## src/rtl/board_port_arbiter.sv

```systemverilog
// board_port_arbiter: request/grant arbiter for board-memory RAM port B.
// One access per cycle onto a registered port; read data routed back by channel.
module board_port_arbiter #(
  parameter int NUM_CH     = 3,
  parameter int ADDR_W     = 12,
  parameter int DATA_W     = 32,
  parameter int MODE       = 1,
  parameter int RD_LATENCY = 1,
  parameter int LOCK_MAX   = 16
) (
  input  logic                     clock,
  input  logic                     reset,
  input  logic [NUM_CH-1:0]        req,
  input  logic [NUM_CH-1:0]        we,
  input  logic [NUM_CH-1:0]        lock,
  input  logic [NUM_CH*ADDR_W-1:0] addr,
  input  logic [NUM_CH*DATA_W-1:0] wdata,
  output logic [NUM_CH-1:0]        gnt,
  output logic [NUM_CH-1:0]        rvalid,
  output logic [DATA_W-1:0]        rdata,
  output logic [ADDR_W-1:0]        mem_addr,
  output logic [DATA_W-1:0]        mem_wdata,
  output logic                     mem_we,
  input  logic [DATA_W-1:0]        mem_q,
  output logic                     busy
);

  localparam int CW = (NUM_CH > 1) ? $clog2(NUM_CH) : 1;
  localparam int NS = RD_LATENCY + 1;
  localparam int LW = $clog2(LOCK_MAX + 1);

  localparam logic [0:0] S_IDLE   = 1'b0;
  localparam logic [0:0] S_LOCKED = 1'b1;

  logic [0:0]        state_q, state_d;
  logic [CW-1:0]     owner_q, owner_d;
  logic [LW-1:0]     cnt_q, cnt_d;
  logic [CW-1:0]     last_q, last_d;
  logic              excl_v_q, excl_v_d;
  logic [CW-1:0]     excl_id_q, excl_id_d;
  logic [ADDR_W-1:0] maddr_q, maddr_d;
  logic [DATA_W-1:0] mwd_q, mwd_d;
  logic              mwe_q, mwe_d;
  logic              busy_q, busy_d;
  logic [NS-1:0]     pv_q, pv_d;
  logic [CW-1:0]     pid_q [NS];
  logic [CW-1:0]     pid_d [NS];

  logic [NUM_CH-1:0] cand;
  logic              gv;
  logic [CW-1:0]     gid;
  int                rr_idx;
  logic [ADDR_W-1:0] sel_addr;
  logic [DATA_W-1:0] sel_wdata;

  // Locked owner blocks everyone else; a forced unlock benches the owner once.
  always_comb begin
    cand = '0;
    if (!reset) begin
      if (state_q == S_LOCKED) begin
        cand[owner_q] = req[owner_q];
      end else begin
        cand = req;
        if (excl_v_q) cand[excl_id_q] = 1'b0;
      end
    end
  end

  always_comb begin
    gv     = 1'b0;
    gid    = '0;
    rr_idx = 0;
    if (MODE == 0) begin
      for (int i = NUM_CH - 1; i >= 0; i--) begin
        if (cand[CW'(i)]) begin
          gv  = 1'b1;
          gid = CW'(i);
        end
      end
    end else begin
      for (int k = NUM_CH; k >= 1; k--) begin
        rr_idx = int'(last_q) + k;
        if (rr_idx >= NUM_CH) rr_idx = rr_idx - NUM_CH;
        if (cand[CW'(rr_idx)]) begin
          gv  = 1'b1;
          gid = CW'(rr_idx);
        end
      end
    end
  end

  always_comb begin
    gnt = '0;
    if (gv) gnt[gid] = 1'b1;
  end

  assign sel_addr  = addr[int'(gid)*ADDR_W +: ADDR_W];
  assign sel_wdata = wdata[int'(gid)*DATA_W +: DATA_W];

  always_comb begin
    state_d   = state_q;
    owner_d   = owner_q;
    cnt_d     = cnt_q;
    last_d    = last_q;
    excl_v_d  = 1'b0;
    excl_id_d = excl_id_q;
    maddr_d   = maddr_q;
    mwd_d     = mwd_q;
    mwe_d     = 1'b0;
    if (gv) begin
      last_d  = gid;
      maddr_d = sel_addr;
      mwd_d   = sel_wdata;
      mwe_d   = we[gid];
    end
    unique case (state_q)
      S_IDLE: begin
        if (gv && lock[gid]) begin
          state_d = S_LOCKED;
          owner_d = gid;
          cnt_d   = LW'(1);
        end
      end
      S_LOCKED: begin
        if (!gv || !lock[owner_q]) begin
          state_d = S_IDLE;
          cnt_d   = '0;
        end else if (cnt_q == LW'(LOCK_MAX - 1)) begin
          state_d   = S_IDLE;
          cnt_d     = '0;
          excl_v_d  = 1'b1;
          excl_id_d = owner_q;
        end else begin
          cnt_d = cnt_q + LW'(1);
        end
      end
      default: state_d = S_IDLE;
    endcase
  end

  always_comb begin
    pv_d     = {pv_q[NS-2:0], gv && !we[gid]};
    pid_d[0] = gid;
    for (int i = 1; i < NS; i++) pid_d[i] = pid_q[i-1];
    busy_d = (|pv_d) || (state_d == S_LOCKED);
  end

  always_ff @(posedge clock) begin
    if (reset) begin
      state_q   <= S_IDLE;
      owner_q   <= '0;
      cnt_q     <= '0;
      last_q    <= CW'(NUM_CH - 1);
      excl_v_q  <= 1'b0;
      excl_id_q <= '0;
      maddr_q   <= '0;
      mwd_q     <= '0;
      mwe_q     <= 1'b0;
      busy_q    <= 1'b0;
      pv_q      <= '0;
      for (int i = 0; i < NS; i++) pid_q[i] <= '0;
    end else begin
      state_q   <= state_d;
      owner_q   <= owner_d;
      cnt_q     <= cnt_d;
      last_q    <= last_d;
      excl_v_q  <= excl_v_d;
      excl_id_q <= excl_id_d;
      maddr_q   <= maddr_d;
      mwd_q     <= mwd_d;
      mwe_q     <= mwe_d;
      busy_q    <= busy_d;
      pv_q      <= pv_d;
      for (int i = 0; i < NS; i++) pid_q[i] <= pid_d[i];
    end
  end

  always_comb begin
    rvalid = '0;
    if (pv_q[NS-1]) rvalid[pid_q[NS-1]] = 1'b1;
  end

  assign rdata     = mem_q;
  assign mem_addr  = maddr_q;
  assign mem_wdata = mwd_q;
  assign mem_we    = mwe_q;
  assign busy      = busy_q;

endmodule

```

## config.mk

```make
export PLATFORM = sky130hd
export DESIGN_NAME = board_port_arbiter
export DESIGN_NICKNAME = d
export VERILOG_FILES = /design/src/rtl/board_port_arbiter.sv
export SDC_FILE = /design/constraint.sdc
export NUM_CORES = 1
export LEC_CHECK = 0
export CAP_MARGIN = 40
export CORE_MARGIN = 2
export CORE_UTILIZATION = 37
export DETAILED_ROUTE_END_ITERATION = 10
export HOLD_SLACK_MARGIN = 0.06
export PLACE_DENSITY = 0.89
export SLEW_MARGIN = 20
export SYNTH_ARGS = -nofsm -noshare
export SYNTH_HDL_FRONTEND = slang
export SYNTH_SLANG_ARGS = --single-unit
```

## constraint.sdc

```tcl
create_clock -name clock -period 5.5 [get_ports clock]
set_input_delay 1.1 -clock clock [delete_from_list [all_inputs] [get_ports clock]]
set_output_delay 1.1 -clock clock [all_outputs]
set_load 0.02 [all_outputs]
```

==> results.md <==
Status:
- The flow ran to the end, and the final reports show no timing, DRC or antenna violations.

Drt:
- After detailed routing, the number of remaining DRC violations is 0.
- The detailed-router iteration count before antenna repair is 6.
- The first routing iteration left 268 violations.
- The routed design has roughly 12 mm of wire.
- The number of nets with antenna violations after routing is 0.
- Across all layers, the routed design uses 3,734 vias.
- The detail-routed net length per standard cell is around 18 µm.
- Dividing the detail-routed via count by the number of cells gives 5.66.

Power:
- The switching component of the power is ~1.2 mW.
- Power comes to 2.94 mW.
- The leakage power figure is 2.03 nW.
- The share of total power dissipated in combinational logic is 0.556.
- The largest vdd supply drop is approximately 0.28 mV.
- The cell-internal power is 1.70 mW.
- The share of total power dissipated in the clock network is 0.174.
- Of the total power, the share spent switching nets is 0.421.
- For this design the ratio of total power to cell area is roughly 540 nW/µm².
- The fraction of power consumed by sequential logic is 0.270.

GRT:
- The pin count of the biggest net entering global routing is 58.
- The overall global routing resource usage is 0.234.
- The number of antenna violations at the first check in global routing came to 0.
- The via count of the first global-routing pass is around 3,900.
- The total grt overflow is 0.
- The first global-routing pass estimated 18.6 mm of wire.

Place:
- The final RePlAce weighted congestion is 0.867.
- The post-detailed-placement half-perimeter wirelength is roughly 8.7 mm.
- In this run, placement finished with an instance count of 644.
- Port buffering added roughly 190 buffers.

Synth:
- The async set or reset register ratio after synthesis is 0.
- For this run, the register share of the synthesized area comes to 0.382.
- After synthesis the netlist holds a flip-flop and latch count of 65.
- For this run, the leading register cell type out of synthesis is sky130_fd_sc_hd__dfxtp_1.
- In the synthesized netlist, the number of instances is 392.
- During synthesis, Yosys emitted a total of 0 warnings.
- The number of synthesized flops with an enable pin is 0.
- The synthesized netlist contains 52 unique library cells.
- The share of the synthesized area in the top cell type is 0.382.
- The biggest area contributor in the post-synthesis netlist is sky130_fd_sc_hd__dfxtp_1.
- The post-synth design cell area is 3410 µm².
- The post-synth net total is around 570.
- Yosys attributes the largest share of cell area to sky130_fd_sc_hd__dfxtp_1 38%, sky130_fd_sc_hd__a222oi_1 7.9%, sky130_fd_sc_hd__buf_4 7.1%.
- The mean instance size in the synthesized netlist is ~8.7 µm².

Setup path:
- The startpoint identified for the worst register-to-register timing path is state_q.
- The length in cells of the worst reg-to-reg path is 9.
- The type of origin of the critical path is an input port.
- The reg-to-reg critical path endpoint is owner_q[1].
- For flop-to-flop paths, the worst setup slack is 1620 ps.
- The critical-path maximum fanout is 31.
- The setup path with the least slack is of type input port to output port.
- Data on the critical path arrives at its endpoint at between 3000 and 4000 ps.
- The required time at the endpoint of the critical path is 4400 ps.
- The kind of end point of the critical path is an output port.

Clocking:
- The clock drives 65 sinks.
- The buffer cell driving the clock tree root is sky130_fd_sc_hd__clkbuf_8.
- The number of gates resized after cts is 0.
- No sink is reached through more buffers than the 2 on the longest clock path.
- The maximum level of the CTS H-tree is 3.
- The later pin in the worst-skew pair is clocked with a latency of roughly 350 ps.
- The number of setup buffers added after CTS is 0.
- Clock-pin slew was measured on the worst setup and hold paths at 80 ps.
- The number of buffers added by the clock tree synthesis step is 9.
- TritonCTS built the clock tree.
- The count of hold-fix buffers inserted at cts is 0.

STA:
- Summed over all failing endpoints, the final setup total negative slack is 0 ps.
- Across all hold checks on the routed design, the worst slack comes to 452 ps.
- The max-slew violation total from the final report came to 0.
- Static timing analysis puts the maximum clock frequency at 0.213 GHz.
- In the finished design, the share of the clock period the worst path needs comes to 0.855.
- The worst pin sits at a relative slew slack of 0.548.
- The clock period minus worst slack is ~4700 ps.
- Setup repair after global routing left no endpoint under its margin.
- On the final layout, the worst clock skew is 10.2 ps.
- The final setup violation count is 0.
- The number of failing hold endpoints at the final stage came to 0.
- The slew at the pin with the worst max-slew slack is 678 ps.

Floorplanning:
- The die covers 9990 µm².
- The vertical extent of the die is 99.9 µm.
- The count of pins on the block boundary is 259.
- For this configuration, the core starts out at a cell density of 0.376.
- In this run the horizontal extent of the chip is 99.9 µm.
- Row generation in the floorplan step produced 35 rows.
- The core region is 9060 µm².

Flow run:
- Max-cap violations in this run came to 0.

Layout:
- Excluding fillers, the count of instances in the completed layout stands at 660.
- The number of fill cells is 769.
- In the final layout, the share of cells above drive strength 1 is 0.0638.
- The layout-stage area growth over the synthesis result is 59.4%.
- The repair_antennas step left the layout with diodes totalling 0.
- The net count of the finished layout is 723.
- In the layout the commonest cells are 193 x sky130_fd_sc_hd__clkdlybuf4s50_1, 65 x sky130_fd_sc_hd__dfxtp_1, 38 x sky130_fd_sc_hd__nand2_1, 35 x sky130_fd_sc_hd__nor2_1, 31 x sky130_fd_sc_hd__a21oi_1.
- The library cell used most frequently in the layout, excluding fill and tap cells, is sky130_fd_sc_hd__clkdlybuf4s50_1.
- The final cell utilization of the core is 0.599.

Min path:
- The worst hold path endpoint is pid_q[0][2].
- The startpoint identified for the worst hold timing path is pid_q[0][0].
- Counting instances, the worst hold path has a depth of 1.
- The class of the tightest hold or removal check is flop to flop.
## state kept, by name, summed over array words and instances (netlist names)
signal / cells
excl_id_q: 2
owner_q: 2
pid_q: 4
last_q: 2
mem_addr: 12
pv_q: 2
excl_v_q: 1
busy: 1
cnt_q: 5
state_q: 1
mem_we: 1
mem_wdata: 32
## worst max-delay path, stage by stage
cell and delay [ps]:
sky130_fd_sc_hd__buf_2 470, sky130_fd_sc_hd__nand2b_1 280, sky130_fd_sc_hd__nor4_1 80, sky130_fd_sc_hd__o21ai_0 240, sky130_fd_sc_hd__a41oi_1 250, sky130_fd_sc_hd__or2_2 470
sky130_fd_sc_hd__clkinv_1 90, sky130_fd_sc_hd__clkdlybuf4s50_1 620
## Yosys cell counts (7+ instances only)
cell                        n
sky130_fd_sc_hd__dfxtp_1   65
sky130_fd_sc_hd__nand2_1   38
sky130_fd_sc_hd__nor2_1    35
sky130_fd_sc_hd__buf_4     32
sky130_fd_sc_hd__a21oi_1   31
sky130_fd_sc_hd__a222oi_1  27
sky130_fd_sc_hd__clkbuf_1  20
sky130_fd_sc_hd__mux2i_1   20
sky130_fd_sc_hd__o21ai_0   14
sky130_fd_sc_hd__a221oi_1  12
sky130_fd_sc_hd__inv_1     10
sky130_fd_sc_hd__nand3_1    7
## per-layer routing
metal	vias to the layer above	share of wire	track usage	routed length (µm)
li1	1734	-	-	-
met1	1766	0.38	0.261	4530
met2	206	0.51	0.409	6050
met3	28	0.091	0.0815	1090
met4	0	0.022	0.0948	257
met5	-	0	0	0
## logic make-up after synthesis
kind of cell    count (synthesis)  share of synthesized area
simple gates                  113                      0.159
flops                          65                      0.382
buf+inv                        70                      0.114
compound gates                118                      0.264
fa+ha+maj                       4                     0.0147
mux                            22                     0.0654
## power groups by stage
stage	logic [mW]	clock network [mW]	registers, mW
finish	1.64	0.513	0.794
global route	1.77	0.548	0.817
CTS	1.64	0.520	0.793
detailed placement	1.63	0	0.799
global placement	1.59	0	0.788
floorplan	0.815	0	0.966
## final cells by class
| type | count | area [µm²] | area share |
|---|---|---|---|
| repair buffers | 200 | 1980 | 0.365 |
| multi-input cells | 257 | 1720 | 0.316 |
| flip-flops and latches | 65 | 1300 | 0.240 |
| well taps | 111 | 139 | 0.0256 |
| clock buffers | 9 | 124 | 0.0228 |
| clock inverters | 7 | 124 | 0.0228 |
| inverters | 11 | 41.3 | 0.00761 |
## worst max-delay path by stage
stage,cells after the start,slack [ps],endpoint,start
after CTS,8,830,gnt[2],reset
final,8,800,gnt[2],reset
after global routing,8,570,gnt[0],reset
after floorplan,8,1550,gnt[2],reset
after global placement,8,880,gnt[2],reset
after detailed placement,8,840,gnt[2],reset
## stage by stage
stage | cell area [µm²] | setup WS [ps]
4_1_cts | 5430 | 830
2_1_floorplan | 3410 | 1550
3_5_place_dp | 5180 | 843
6_report | 5430 | 796
5_1_grt | 5430 | 566
3_3_place_gp | 5180 | 875
Note: power is estimated with default switching activity, not from simulation.
